File: src/rtl/mic_pkg.sv
// Shared constants and types for the LOA microphone front end.
// Sample midpoint, level width, amplitude-to-level shift and alarm FSM states.
package mic_pkg;

    localparam logic [11:0] MIC_MID = 12'd2048;
    localparam int LEVEL_W = 4;
    localparam int AMP_SHIFT = 7;

    typedef enum logic [1:0] {
        QUIET,
        ARMING,
        LOUD,
        RELEASING
    } loa_state_t;

endpackage

File: src/rtl/loa_detect_if.sv
// Sample stream in, volume level and loud-alarm flag out.
// The master side feeds samples; the detector is the slave side.
interface loa_detect_if;
    import mic_pkg::*;

    logic               sample_valid;
    logic [11:0]        mic_in;
    logic [LEVEL_W-1:0] level;
    logic               level_valid;
    logic               LOA;

    modport master (
        output sample_valid,
        output mic_in,
        input  level,
        input  level_valid,
        input  LOA
    );

    modport slave (
        input  sample_valid,
        input  mic_in,
        output level,
        output level_valid,
        output LOA
    );

endinterface

File: src/rtl/loa_detect_peak_window.sv
// Peak amplitude over fixed windows of valid samples.
// Exposes the window-closing strobe and its level combinationally for the FSM.
module peak_window
    import mic_pkg::*;
#(
    parameter int WINDOW = 2000
) (
    input  logic               clk,
    input  logic               rst,
    input  logic               sample_valid,
    input  logic [11:0]        mic_in,
    output logic               win_end,
    output logic [LEVEL_W-1:0] new_level,
    output logic [LEVEL_W-1:0] level,
    output logic               level_valid
);

    localparam int CNT_W = $clog2(WINDOW);
    localparam logic [CNT_W-1:0] LAST = CNT_W'(WINDOW - 1);

    logic [10:0]      amp;
    logic [10:0]      pk_max;
    logic [10:0]      peak;
    logic [CNT_W-1:0] cnt;

    // Samples below midpoint only contribute zero amplitude
    always_comb begin
        amp = '0;
        if (mic_in >= MIC_MID) begin
            amp = 11'(mic_in - MIC_MID);
        end
        pk_max = (amp > peak) ? amp : peak;
        new_level = LEVEL_W'(pk_max >> AMP_SHIFT);
        win_end = sample_valid && (cnt == LAST);
    end

    always_ff @(posedge clk) begin
        if (rst) begin
            peak        <= '0;
            cnt         <= '0;
            level       <= '0;
            level_valid <= 1'b0;
        end else begin
            level_valid <= 1'b0;
            if (win_end) begin
                level       <= new_level;
                level_valid <= 1'b1;
                peak        <= '0;
                cnt         <= '0;
            end else if (sample_valid) begin
                peak <= pk_max;
                cnt  <= cnt + 1'b1;
            end
        end
    end

endmodule

File: src/rtl/loa_detect.sv
// Loud-alarm detector: windowed peak level plus a debounced hysteresis FSM.
// LOA is registered and follows the level of the window closing that cycle.
module loa_detect
    import mic_pkg::*;
#(
    parameter int WINDOW      = 2000,
    parameter int THRESH      = 12,
    parameter int ASSERT_WIN  = 3,
    parameter int RELEASE_WIN = 10
) (
    input  logic  CLOCK,
    input  logic  RESET,
    loa_detect_if.slave bus
);

    logic               win_end;
    logic [LEVEL_W-1:0] new_level;
    logic [LEVEL_W-1:0] level_q;
    logic               level_valid_q;
    logic               loud;
    loa_state_t         state;
    loa_state_t         state_n;
    logic [3:0]         run;
    logic [3:0]         run_n;
    logic               loa_q;

    peak_window #(
        .WINDOW(WINDOW)
    ) u_peak (
        .clk         (CLOCK),
        .rst         (RESET),
        .sample_valid(bus.sample_valid),
        .mic_in      (bus.mic_in),
        .win_end     (win_end),
        .new_level   (new_level),
        .level       (level_q),
        .level_valid (level_valid_q)
    );

    assign loud = (new_level >= LEVEL_W'(THRESH));

    always_comb begin
        state_n = state;
        run_n   = run;
        if (win_end) begin
            unique case (state)
                QUIET: begin
                    if (loud) begin
                        if (ASSERT_WIN == 1) begin
                            state_n = LOUD;
                            run_n   = '0;
                        end else begin
                            state_n = ARMING;
                            run_n   = 4'd1;
                        end
                    end
                end
                ARMING: begin
                    if (!loud) begin
                        state_n = QUIET;
                        run_n   = '0;
                    end else if (run + 4'd1 == 4'(ASSERT_WIN)) begin
                        state_n = LOUD;
                        run_n   = '0;
                    end else begin
                        run_n = run + 4'd1;
                    end
                end
                LOUD: begin
                    if (!loud) begin
                        if (RELEASE_WIN == 1) begin
                            state_n = QUIET;
                            run_n   = '0;
                        end else begin
                            state_n = RELEASING;
                            run_n   = 4'd1;
                        end
                    end
                end
                RELEASING: begin
                    if (loud) begin
                        state_n = LOUD;
                        run_n   = '0;
                    end else if (run + 4'd1 == 4'(RELEASE_WIN)) begin
                        state_n = QUIET;
                        run_n   = '0;
                    end else begin
                        run_n = run + 4'd1;
                    end
                end
            endcase
        end
    end

    always_ff @(posedge CLOCK) begin
        if (RESET) begin
            state <= QUIET;
            run   <= '0;
            loa_q <= 1'b0;
        end else begin
            state <= state_n;
            run   <= run_n;
            loa_q <= (state_n == LOUD) || (state_n == RELEASING);
        end
    end

    assign bus.level       = level_q;
    assign bus.level_valid = level_valid_q;
    assign bus.LOA         = loa_q;

endmodule

File: src/flat_wrapper.sv
// flat-port wrapper written by rule: the top's interface ports become plain ports
module loa_detect_flat import mic_pkg::*;
#(
    parameter int WINDOW      = 2000,
    parameter int THRESH      = 12,
    parameter int ASSERT_WIN  = 3,
    parameter int RELEASE_WIN = 10
)
  (CLOCK, RESET, bus_sample_valid, bus_mic_in, bus_level, bus_level_valid, bus_LOA);
  loa_detect_if bus_i ();
  input  logic CLOCK;
  input  logic RESET;
  input wire logic [$bits(bus_i.sample_valid)-1:0] bus_sample_valid;
  input wire logic [$bits(bus_i.mic_in)-1:0] bus_mic_in;
  output wire logic [$bits(bus_i.level)-1:0] bus_level;
  output wire logic [$bits(bus_i.level_valid)-1:0] bus_level_valid;
  output wire logic [$bits(bus_i.LOA)-1:0] bus_LOA;
  assign bus_i.sample_valid = bus_sample_valid;
  assign bus_i.mic_in = bus_mic_in;
  assign bus_level = bus_i.level;
  assign bus_level_valid = bus_i.level_valid;
  assign bus_LOA = bus_i.LOA;
  loa_detect #(.WINDOW(WINDOW), .THRESH(THRESH), .ASSERT_WIN(ASSERT_WIN), .RELEASE_WIN(RELEASE_WIN)) u_core (.CLOCK(CLOCK), .RESET(RESET), .bus(bus_i));
endmodule
File: config.mk
export PLATFORM = sky130hd
export DESIGN_NAME = loa_detect_flat
export DESIGN_NICKNAME = d
export VERILOG_FILES = /design/src/rtl/mic_pkg.sv /design/src/rtl/loa_detect_if.sv /design/src/rtl/loa_detect_peak_window.sv /design/src/rtl/loa_detect.sv /design/src/flat_wrapper.sv
export SDC_FILE = /design/constraint.sdc
export NUM_CORES = 1
export LEC_CHECK = 0
export CORE_MARGIN = 2
export CORE_UTILIZATION = 45
export DETAILED_ROUTE_END_ITERATION = 10
export GPL_TIMING_DRIVEN = 0
export PLACE_DENSITY = 0.65
export SYNTH_ARGS = -nofsm -noshare
export SYNTH_HDL_FRONTEND = slang
export SYNTH_SLANG_ARGS = --single-unit
File: constraint.sdc
create_clock -name CLOCK -period 3.61 [get_ports CLOCK]
set_clock_uncertainty 0.15 [all_clocks]
set_input_delay 0.722 -clock CLOCK [delete_from_list [all_inputs] [get_ports CLOCK]]
set_output_delay 0.722 -clock CLOCK [all_outputs]
set_load 0.03 [all_outputs]
; After elaboration in Yosys (flattened, before gate mapping)
; Index checks and enable logic that the tools add are counted.
[word_totals]
regBits = 34
[classes]
n_addsub = 3
order_cmp = 3
eq_ne = 10
n_mux = 18
reduce_logical = 6
[ops]
columns = cell, n
row1 = $mux W4, 6
row2 = $mux W11, 2
row3 = $pmux W4 S4, 1
row4 = $mux W2, 7
row5 = $ge A12 B12 Y1 const B, 1
row6 = $add A11 B1 Y11 const B, 1
row7 = $eq A11 B11 Y1 const B, 1
row8 = $gt A11 B11 Y1, 1
row9 = $sub A11 B1 Y11 const B, 1
row10 = $eq A2 B2 Y1 const B, 4
row11 = $pmux W2 S4, 1
row12 = $add A4 B1 Y4 const B, 1
row13 = $eq A4 B2 Y1 const B, 1
row14 = $eq A4 B4 Y1 const B, 1
row15 = $ge A4 B4 Y1 const B, 1
row16 = $reduce_and A3 Y1, 1
row17 = $eq A2 B1 Y1 const B, 1
row18 = $logic_not A2 Y1, 1
row19 = $ne A2 B1 Y1 const B, 1
row20 = $ne A2 B2 Y1 const B, 1
row21 = $reduce_and A2 Y1, 1
row22 = $reduce_or A2 Y1, 1
row23 = $logic_and A1 B1 Y1, 1
row24 = $logic_or A1 B1 Y1, 1
row25 = $mux W1, 1

; Logic depth before layout (Yosys ltp)
; Gate-level depths: netlist (run 1).
[logic_depth]
word_depth = 10
depth_mapped = 11

; Hierarchy
; Synthesis (run 1) repeated with hierarchy kept, for this count alone.
[unflattened]
cells_unflattened = 260
hier_area_um2 = 2149.6
[by_module_without_submodules]
columns = module, instances, cells_per_inst, area_per_inst_um2, seq_area_each_um2
row1 = peak_window, 1, 187, 1567.8, 540.5
row2 = loa_detect, 1, 73, 581.8, 140.1

; Worst setup path before layout (run 1)
; No wires, ideal clock.
[synth_timing]
path_kind = input-to-reg
startpoint = input bus_mic_in[10]
endpoint = register u_core.run[0]
setup_ns = 0.133
t_arrival_ns = 2.777
t_required_ns = 3.327
setup_slack_ns = 0.550
path_stages = 10
path_cell_list = and2_1 clkbuf_1 ha_1 nand4_1 nor3_1 mux2_2 o211a_1 or3_1 nand4_1 a31oi_1
[synth_via]
elab_chain_cells = 7
word_cells_on_any_way = 12
[synth_lines]
columns = item, line_no
row1 = "start, declared", flat_wrapper.sv:14  ; input wire logic [$bits(bus_i.mic_in)-1:0] bus_mic_in;
row2 = $sub A11 B1 Y11 or $ge A12 B12 Y1 (tied branches), "loa_detect_peak_window.sv:30, loa_detect_peak_window.sv:29"
row3 = $mux W11 *, loa_detect_peak_window.sv:29  ; if (mic_in >= MIC_MID) begin
row4 = $gt A11 B11 Y1, loa_detect_peak_window.sv:32  ; pk_max = (amp > peak) ? amp : peak;
row5 = $mux W11 *, loa_detect_peak_window.sv:32
row6 = $ge A4 B4 Y1 *, loa_detect.sv:40  ; assign loud = (new_level >= LEVEL_W'(THRESH));
row7 = "$mux W4, or another cell as far along", loa_detect.sv:81  ; if (loud) begin
row8 = $pmux W4 S4 or $reduce_and A3 Y1 (tied branches), n/a
row9 = "end signal, assigned", loa_detect.sv:102  ; run <= run_n;
row10 = "end, declared", loa_detect.sv:23  ; logic [3:0] run;
; Every way passes the cells marked *; elsewhere a longest branch is shown, timed or not.
; A chain may end at the register's enable or synchronous reset.

; Worst setup path after layout (run 1)
[layout_timing]
startpoint = input bus_mic_in[11]
endpoint = register u_core.run[2]
[layout_via]
elab_chain_cells = 7
word_cells_on_any_way = 11
[layout_lines]
columns = item, line_no
row1 = $ge A12 B12 Y1 *, loa_detect_peak_window.sv:29
row2 = $mux W11 *, loa_detect_peak_window.sv:29
row3 = $gt A11 B11 Y1, loa_detect_peak_window.sv:32
row4 = $mux W11 *, loa_detect_peak_window.sv:32
row5 = $ge A4 B4 Y1 *, loa_detect.sv:40
row6 = "$mux W4, or another cell as far along", loa_detect.sv:81
row7 = $pmux W4 S4 or $reduce_and A3 Y1 (tied branches), n/a
; Marks and branches as above.

==> results of run 1 <==
==> registers in the layout, indices dropped and copies added (netlist names) <==
register,cells
u_core.u_peak.level_valid,1
u_core.u_peak.peak,11
u_core.u_peak.cnt,11
u_core.bus.LOA,1
u_core.run,4
u_core.state,2
u_core.u_peak.level,4
==> cells by family (layout without fill, tap and decap cells) <==
logic type / Yosys count / after routing / share of synthesized area, %
buffers and inverters: 26 / 52 / 5.41
adders and majority gates: 15 / 15 / 9.32
and+or+nand+nor: 106 / 106 / 25.5
DFF: 34 / 34 / 33.8
AOI/OAI and AO/OA: 52 / 52 / 18.1
muxes: 5 / 5 / 2.55
xor gates and xnor gates: 12 / 12 / 5.22
==> cell type report <==
class	instances	area share [%]
flip-flops and latches	34	28.5
inverters	17	2.67
plain buffers	9	1.94
clock inverters	1	1.26
multi-input cells	190	51.5
repair buffers	19	7.97
clock buffers	6	3.46
well taps	52	2.73
==> cells in the mapped netlist, drive strengths merged (2+ instances only) <==
cell,count,area share [%]
dfxtp,34,34
inv,17,3.2
mux2i,4,2.0
o2111ai,2,0.87
nand4,5,1.6
nand2,33,6.2
or2,5,1.6
nor3,5,1.5
a31oi,4,2.0
nor2b,3,0.93
xor2,6,2.6
buf,5,1.5
a211oi,7,2.9
nor4,3,0.93
and3,2,0.62
o21ai,7,1.7
ha,15,9.3
or3,2,0.87
a21oi,21,5.2
clkbuf,4,0.75
nand3,9,2.2
o211ai,3,1.4
and2,11,3.4
nor2,26,5.0
xnor2,6,2.6
==> per-stage QoR <==
| stage | power [mW] | instance area, um^2 | TNS (ps) |
|---|---|---|---|
| after global routing | 0.907 | 2390 | 0 |
| after CTS | 0.879 | 2380 | 0 |
| final | 0.868 | 2390 | 0 |
| after detailed placement | 0.521 | 2270 | -1590 |
| after floorplan | 0.485 | 2010 | 0 |
| after global placement | 0.520 | 2270 | -1050 |
==> timing repair <==
action,in CTS,in global routing
gates resized for setup,0,3
setup endpoints to repair,0,16
endpoints found under the hold margin,0,0
buffers inserted,0,0
==> worst max-delay path: cells and delay by family <==
kind / cells / cell delay [ps]
muxes: 1 / 380
buffers and inverters: 2 / 600
and+or+nand+nor: 4 / 660
AOI/OAI and AO/OA: 3 / 710
adders and majority gates: 1 / 350
==> metal layers <==
| metal | vias to the layer above | routed length (um) |
|---|---|---|
| li1 | 915 | - |
| met1 | 771 | 1970 |
| met2 | 29 | 1750 |
| met3 | 4 | 157 |
| met4 | 0 | 48 |
| met5 | - | 0 |
==> worst max path at each step <==
stage                    from       endpoint  slack [ps]  cells past startpoint
2_1_floorplan  bus_mic_in[10]  u_core.run[0]         550                     10
3_3_place_gp   bus_mic_in[11]  u_core.run[0]        -220                     11
3_5_place_dp   bus_mic_in[11]  u_core.run[2]        -240                     11
4_1_cts        bus_mic_in[11]  u_core.run[2]          50                     11
5_1_grt        bus_mic_in[11]  u_core.run[0]          30                     11
6_report       bus_mic_in[11]  u_core.run[2]         240                     11
==> power breakdown <==
group | internal [mW] | switching, mW | total (mW) | leakage, nW
logic | 0.0545 | 0.0704 | 0.125 | 0.523
registers | 0.384 | 0.00584 | 0.389 | 0.275
clock network | 0.221 | 0.133 | 0.353 | 0.0573
==> flow_summary.json, run 1 <==
{
  "rr_startpoint": "u_core.u_peak.peak[9]",
  "maxCapViolations": 0,
  "yosys_warnings": 0,
  "final_common_cell": "dfxtp_1",
  "place_ws_ps": -236,
  "async_flop_share_pct": 0,
  "grt_max_degree": 11,
  "crit_required_ps": 3680,
  "top_usage_layer": "met2",
  "placedCellCount": 321,
  "cts-root-buf": "clkbuf_8",
  "crit_path_start_kind": "primary input",
  "hold_depth": 2,
  "tightest_slew_ps": 641,
  "rsz0062_at_grt": "false",
  "fin_crit_ps": 3370,
  "final_util_pct": 55.2,
  "nets": 306,
  "finalMaxSlewViolations": 0,
  "instances_no_fill": 328,
  "cts_buffers": 5,
  "rr_worst_depth": 9,
  "die-height_um": 70.9,
  "grt_pass1_wl_mm": 7.20,
  "ys_ff_latch": 34,
  "setup_ws_ps": 241,
  "syn_inst": 250,
  "coreArea_um2": 4320,
  "io_pins": 21,
  "min_period_over_period_pct": 93.3,
  "finalHoldViolCount": 0,
  "worst_hold_slack_ps": 307,
  "row_count": 24,
  "ys_seq_area_share_pct": 33.8,
  "antenna_found_initial": 0,
  "fill_cells": 434,
  "avgSynthCellArea_um2": 8.05,
  "area_growth_pct": 18.6,
  "static-leakage-power_nw": 0.855,
  "crit_path_max_incr_delay_ps": 440,
  "grt_use_met1_pct": 23.9,
  "cts_hold_buf": 0,
  "use_met3_pct": 4.27,
  "start_util_pct": 46.6,
  "syn_nets": 280,
  "grt_use_total_pct": 17.7,
  "slew_headroom_pct": 57.0,
  "clock.fmax_mhz": 297,
  "hold_start": "u_core.u_peak.peak[4]",
  "grt.overflow.total": 0,
  "multi_input_area_um2": 1230,
  "synth_edf_count": 0,
  "avgRoutedWirePerCell_um": 12.0,
  "firstDrtPassIters": 4,
  "diodes": 0,
  "end_kind": "flip-flop",
  "vias_per_cell": 5.24,
  "power_density_nw_per_um2": 364,
  "antenna_left": 0,
  "drive_gt1_share_pct": 10.1,
  "status": "finished, final reports clean",
  "r2r_setup_slack_ps": 1040,
  "drc": 0,
  "worst_hold_path.endpoint": "u_core.u_peak.peak[4]",
  "layout_common_cells": "34 x dfxtp_1, 33 x nand2_1, 25 x nor2_1",
  "grt_pass1_vias": 1640,
  "grtUsageMet2_pct": 28.0,
  "vias": 1719,
  "hpwl_mm": 2.95,
  "r2r_end": "u_core.run[2]",
  "syn_area_um2": 2010,
  "vdd_ir_drop_max_uv": 179,
  "crit_slowest_cell": "clkdlybuf4s50_1",
  "critPathKind": "primary input to flip-flop",
  "clk_pin_slew_ps": 70,
  "crit_fanout": 6,
  "cts_tree": "yes",
  "die_w_um": 70.9,
  "cts.sinks": 34,
  "crit_path_cell_trace": "clkdlybuf4s50_1, and2_1, clkbuf_1, ha_1, nand4_1, nor3_2, mux2_2, o211a_1, o311ai_2, nand2_1, a21oi_1",
  "die_area_um2": 5020,
  "worstPathArrival_ps": 3430,
  "regArea_um2": 681,
  "drt-initial-drc-count": 109,
  "wl_mm": 3.92,
  "setup_viol_count_final": 0,
  "io_buffers": 19,
  "worstHoldPathType": "flip-flop to flip-flop",
  "htreeDepth": 2,
  "gp_congestion": 0.772,
  "clock_latency_ps": 280,
  "cts_buffer_depth": 2,
  "synth_cell_types": 44,
  "synth_top_flop_cell": "dfxtp_1"
}
(Power assumes the default switching activity.)
==> run 2, diff against run 1 <==
ABC_AREA = 1   (was not set)
==> run 2 against run 1 <==
Compared with the run above: sequential power rose by 4%; largest power group unchanged; critical path depth increased by 6; global-route usage rose by 0.20 points; design area is 0.58% higher; synthesized cell count is 18% higher; utilization decreased by 0.44 points; largest cell class unchanged; sequential share of layout area shrank 0.16 points.
==> flow_summary.json, run 2 <==
{
  "synth_area_leaders": "dfxtp_1 33%, nand2_1 12%, inv_1 9.3%",
  "area_growth_pct": 16.7,
  "die_w_um": 71.6,
  "rsz0062_at_grt": "false",
  "finalMaxSlewViolations": 0,
  "crit_path_cell_trace": "clkdlybuf4s50_1, buf_2, nand2_1, inv_1, ha_1, nand2_1, inv_2, nand2_2, inv_1, nand2_1, nand4_1, nand2_4, nand3_4, a21oi_1, nor2_1, nor2_1, nor2_1",
  "vdd_ir_drop_max_uv": 247,
  "finalSetupTns_ps": 0,
  "syn_inst": 295,
  "clock_latency_ps": 290,
  "die_area_um2": 5130,
  "ys_seq_area_share_pct": 33.1,
  "synth_area_leader_cell": "dfxtp_1",
  "maxCapViolations": 0,
  "grt_pass1_vias": 1726,
  "finalHoldViolCount": 0,
  "yosys_warnings": 0,
  "avgSynthCellArea_um2": 6.97,
  "r2r_setup_slack_ps": 1400,
  "cts_hold_buf": 0,
  "cts_tree": "yes",
  "critical_path.top_delay_family": "simple AND/OR/NAND/NOR gates",
  "coreArea_um2": 4380,
  "vias_per_cell": 4.95,
  "fill_cells": 427,
  "antenna_left": 0,
  "gp_congestion": 0.830,
  "cts-root-buf": "clkbuf_8",
  "crit_path_start_kind": "primary input",
  "grt_max_degree": 11,
  "layout_common_cells": "68 x nand2_1, 51 x inv_1, 34 x dfxtp_1",
  "crit_required_ps": 3650,
  "fin_crit_ps": 3020,
  "tightest_slew_ps": 413,
  "syn_nets": 325,
  "grt_use_total_pct": 17.9,
  "antenna_found_initial": 0,
  "setup_viol_count_final": 0,
  "power_density_nw_per_um2": 368,
  "firstDrtPassIters": 5,
  "start_util_pct": 46.9,
  "cts_buffers": 5,
  "cts_buffer_depth": 2,
  "diodes": 0,
  "row_count": 24,
  "critPathKind": "primary input to flip-flop",
  "io_buffers": 20,
  "multi_input_area_um2": 1150,
  "synth.most_common_cell": "nand2_1",
  "ys_ff_latch": 34,
  "grt.overflow.total": 0,
  "cts.sinks": 34,
  "worstPathArrival_ps": 3060,
  "cts_setup_buffers": 0,
  "static-leakage-power_nw": 1.10,
  "regArea_um2": 681,
  "cts_resized": 0,
  "wl_mm": 4.09,
  "clock.fmax_mhz": 332,
  "crit_fanout": 10,
  "drive_gt1_share_pct": 10.6,
  "drt-initial-drc-count": 65,
  "synth_top_flop_cell": "dfxtp_1",
  "slew_headroom_pct": 72.4,
  "final_common_cell": "nand2_1",
  "die-height_um": 71.6,
  "hpwl_mm": 3.11,
  "crit_slowest_cell": "clkdlybuf4s50_1",
  "worstHoldPathType": "flip-flop to flip-flop",
  "end_kind": "flip-flop",
  "synth_edf_count": 0,
  "min_period_over_period_pct": 83.6,
  "async_flop_share_pct": 0,
  "status": "finished, final reports clean",
  "syn_area_um2": 2060,
  "htreeDepth": 2,
  "grt_pass1_wl_mm": 7.24,
  "synth_commonest_cells": "68 x nand2_1, 51 x inv_1, 34 x dfxtp_1",
  "clk_pin_slew_ps": 70,
  "crit_path_max_incr_delay_ps": 470,
  "drc": 0,
  "power.total_uw": 884,
  "crit_buf_inv": 5,
  "synth_top_area_share_pct": 33.1,
  "synth_cell_types": 31,
  "vias": 1852,
  "io_pins": 21,
  "avgRoutedWirePerCell_um": 10.9,
  "nets": 352,
  "reg_top3": "u_core.u_peak.cnt: 11 flops, u_core.u_peak.peak: 11 flops"
}
## run 2: worst paths after layout
path / cells past startpoint / end / from
max: 17 / u_core.run[1] / bus_mic_in[11]
min: 2 / u_core.u_peak.level[0] / u_core.u_peak.level[0]
max reg2reg: 13 / u_core.u_peak.peak[4] / u_core.u_peak.peak[10]
min reg2reg: 2 / u_core.u_peak.level[0] / u_core.u_peak.level[0]
## run 2: logic make-up after synthesis
| group | share of synthesized area (%) |
|---|---|
| simple gates | 31.6 |
| buf+inv | 11.2 |
| compound gates | 12.9 |
| flops | 33.1 |
| fa+ha+maj | 9.12 |
| xor+xnor | 2.13 |
## run 2: worst min-delay path: stages (launching register included)
cell	delay, ps
dfxtp_1	310
nand2_1	60
o21ai_1	50
## run 2: routing by layer
layer	global-route usage, %	wire [um]	part of all wire (%)	vias up
met2	28.1	1810	44	30
met3	6.05	164	4.0	5
met4	5.66	53	1.3	0
met5	0	0	0	-
li1	-	-	-	989
met1	23.3	2060	50	828
## run 2: cell type report
type / count / share of cell area, %
flip-flops and latches: 34 / 28.3
clock buffers: 5 / 2.87
repair buffers: 20 / 8.34
inverters: 56 / 8.75
clock inverters: 2 / 0.417
multi-input cells: 201 / 47.7
well taps: 52 / 2.71
plain buffers: 4 / 0.834
## run 2: through the flow
step / hold slack (ps) / util [%] / area, um^2 / instances / setup slack, ps
6_report: 317 / 54.8 / 2400 / 374 / 594
5_1_grt: 336 / 54.8 / 2400 / 374 / 295
4_1_cts: 321 / 54.8 / 2400 / 374 / 589
3_5_place_dp: 309 / 53.0 / 2320 / 367 / 285
3_3_place_gp: 303 / 53.0 / 2320 / 367 / 311
2_1_floorplan: 296 / - / 2060 / 295 / 1030
## run 2: power by group
group / switching (mW) / internal, mW
sequential: 0.00913 / 0.395
clock: 0.142 / 0.129
combinational: 0.131 / 0.0779
==> run 3, diff against run 2 <==
PLACE_DENSITY = 0.67   (was 0.65)
clock period = 2.48 ns   (was 3.61 ns; I/O delays follow)
==> run 3 against run 2 <==
Compared with the run above: clock power rose by 85%; sequential share of layout area fell by 3.7 points; register-to-register slack lost 1200 ps; flip-flop and latch count unchanged; power increased by 73%; via count up 5.5%.
==> flow_summary.json, run 3 (same netlist as run 2, synthesis figures left out) <==
{
  "instances_no_fill": 386,
  "crit_buf_inv": 4,
  "vias": 1953,
  "rr_startpoint": "u_core.u_peak.peak[9]",
  "tightest_slew_ps": 427,
  "setup_viol_count_final": 0,
  "reg_top3": "u_core.u_peak.cnt: 11 flops, u_core.u_peak.peak: 11 flops",
  "maxCapViolations": 0,
  "hold_depth": 2,
  "finalHoldViolCount": 0,
  "cp_common_cell": "nand2_4",
  "crit_required_ps": 2520,
  "cts_tree": "yes",
  "power.total_mw": 1.53,
  "grt.overflow.total": 0,
  "nets": 363,
  "r2r_setup_slack_ps": 200,
  "worstHoldPathType": "flip-flop to flip-flop",
  "drc": 0,
  "drive_gt1_share_pct": 24.3,
  "final_common_cell": "nand2_1",
  "grt_pass1_wl_mm": 7.67,
  "vdd_ir_drop_max_uv": 297,
  "crit_path_cell_trace": "clkbuf_2, buf_6, nand2_2, inv_2, ha_4, nand2_2, inv_2, nand2_4, nor2_4, nand2_2, nand3_4, nand2_4, nand2_4, nand3_4, nand2_4, nand2_1, nor2_1, nand2_1, nand2_1, nor2_1",
  "crit_path_start_kind": "primary input",
  "avgRoutedWirePerCell_um": 12.0,
  "static-leakage-power_nw": 1.27,
  "cts.sinks": 34,
  "crit_slowest_cell": "ha_4",
  "coreArea_um2": 4380,
  "cts-root-buf": "clkbuf_8",
  "crit_path_max_incr_delay_ps": 260,
  "cts_hold_buf": 0,
  "die-height_um": 71.6,
  "die_w_um": 71.6,
  "finalMaxSlewViolations": 0,
  "hold_start": "u_core.u_peak.level[3]",
  "crit_fanout": 7,
  "hpwl_mm": 3.06,
  "cts_buffers": 5,
  "end_kind": "flip-flop",
  "grt_pass1_vias": 1779,
  "status": "finished, final reports clean",
  "io_pins": 21,
  "fin_crit_ps": 2330,
  "clock.fmax_mhz": 430,
  "start_util_pct": 46.9,
  "antenna_found_initial": 0,
  "grt_max_degree": 11,
  "worst_hold_slack_ps": 307,
  "clk_pin_slew_ps": 70,
  "finalSetupTns_ps": 0,
  "die_area_um2": 5130,
  "power_density_nw_per_um2": 555,
  "place_area_um2": 2320,
  "diodes": 0,
  "area_growth_pct": 34.0,
  "row_count": 24,
  "layout_common_cells": "54 x nand2_1, 42 x inv_1, 34 x dfxtp_1",
  "fin_area_um2": 2760,
  "critPathKind": "primary input to flip-flop",
  "rr_worst_depth": 17,
  "io_buffers": 20,
  "firstDrtPassIters": 4,
  "wl_mm": 4.64,
  "min_period_over_period_pct": 93.8,
  "gp_congestion": 0.801,
  "vias_per_cell": 5.06,
  "rsz0062_at_grt": "false",
  "htreeDepth": 2,
  "drt-initial-drc-count": 115,
  "placedCellCount": 367,
  "worst_hold_path.endpoint": "u_core.u_peak.level[3]",
  "cts_buffer_depth": 2,
  "grt_use_total_pct": 18.4,
  "slew_headroom_pct": 71.5,
  "clock_latency_ps": 280,
  "antenna_left": 0,
  "r2r_end": "u_core.run[3]",
  "worstPathArrival_ps": 2360,
  "critical_path.top_delay_family": "simple AND/OR/NAND/NOR gates"
}
run 3: power breakdown:
part	leakage, nW	switching, mW	total (mW)	internal [mW]
clock	0.0524	0.199	0.500	0.301
sequential	0.276	0.0150	0.590	0.575
combinational	0.941	0.252	0.441	0.189
total	1.27	0.466	1.53	1.06
run 3: metrics by stage:
step | utilization (%) | worst slack, ps
finish | 62.9 | 153
global route | 62.9 | 6.17
CTS | 57.2 | 0.151
detailed placement | 53.0 | -614
global placement | 53.0 | -607
floorplan | - | 128
run 3: final cells by class:
| class | instances | area (um^2) |
|---|---|---|
| Fill cell | 394 | 1630 |
| Timing Repair Buffer | 31 | 323 |
| Clock inverter | 1 | 30.0 |
| Tap cell | 52 | 65.1 |
| Inverter | 56 | 210 |
| Multi-Input combinational cell | 201 | 1340 |
| Clock buffer | 7 | 76.3 |
| Buffer | 4 | 28.8 |
| Sequential cell | 34 | 681 |
run 3: metal layers:
layer | vias to the layer above | global-route usage, % | wire length (um)
met5 | - | 0 | 0
met2 | 24 | 30.3 | 2180
met4 | 0 | 3.77 | 38
met1 | 905 | 25.0 | 2300
met3 | 6 | 3.94 | 120
li1 | 1018 | - | -
run 3: worst reg2reg max path: stages (launching register included):
cell	delay, ps
dfxtp_1	370
inv_1	140
ha_4	290
nand2_2	40
inv_2	70
nand2_4	60
nor2_4	140
nand2_2	90
nand3_4	100
nand2_4	100
nand2_4	90
nand3_4	130
nand2_4	110
nand2_1	50
nor2_1	100
nand2_1	60
nand2_1	50
nor2_1	40
run 3: worst max-delay path by stage:
stage	start	to	slack, ps	depth (start not counted)
after floorplan	bus_mic_in[11]	u_core.run[3]	130	18
after global placement	bus_mic_in[11]	u_core.run[1]	-610	17
after detailed placement	bus_mic_in[11]	u_core.run[1]	-610	17
after CTS	bus_mic_in[6]	u_core.run[3]	0.2	19
after global routing	bus_mic_in[11]	u_core.run[3]	6	19
final	bus_mic_in[11]	u_core.run[3]	150	20
run 3: timing repair:
item,CTS,global route
pin swaps,14,31
setup endpoints to repair,18,17
resized for setup,14,48
setup buffers,4,6
cloned,1,0
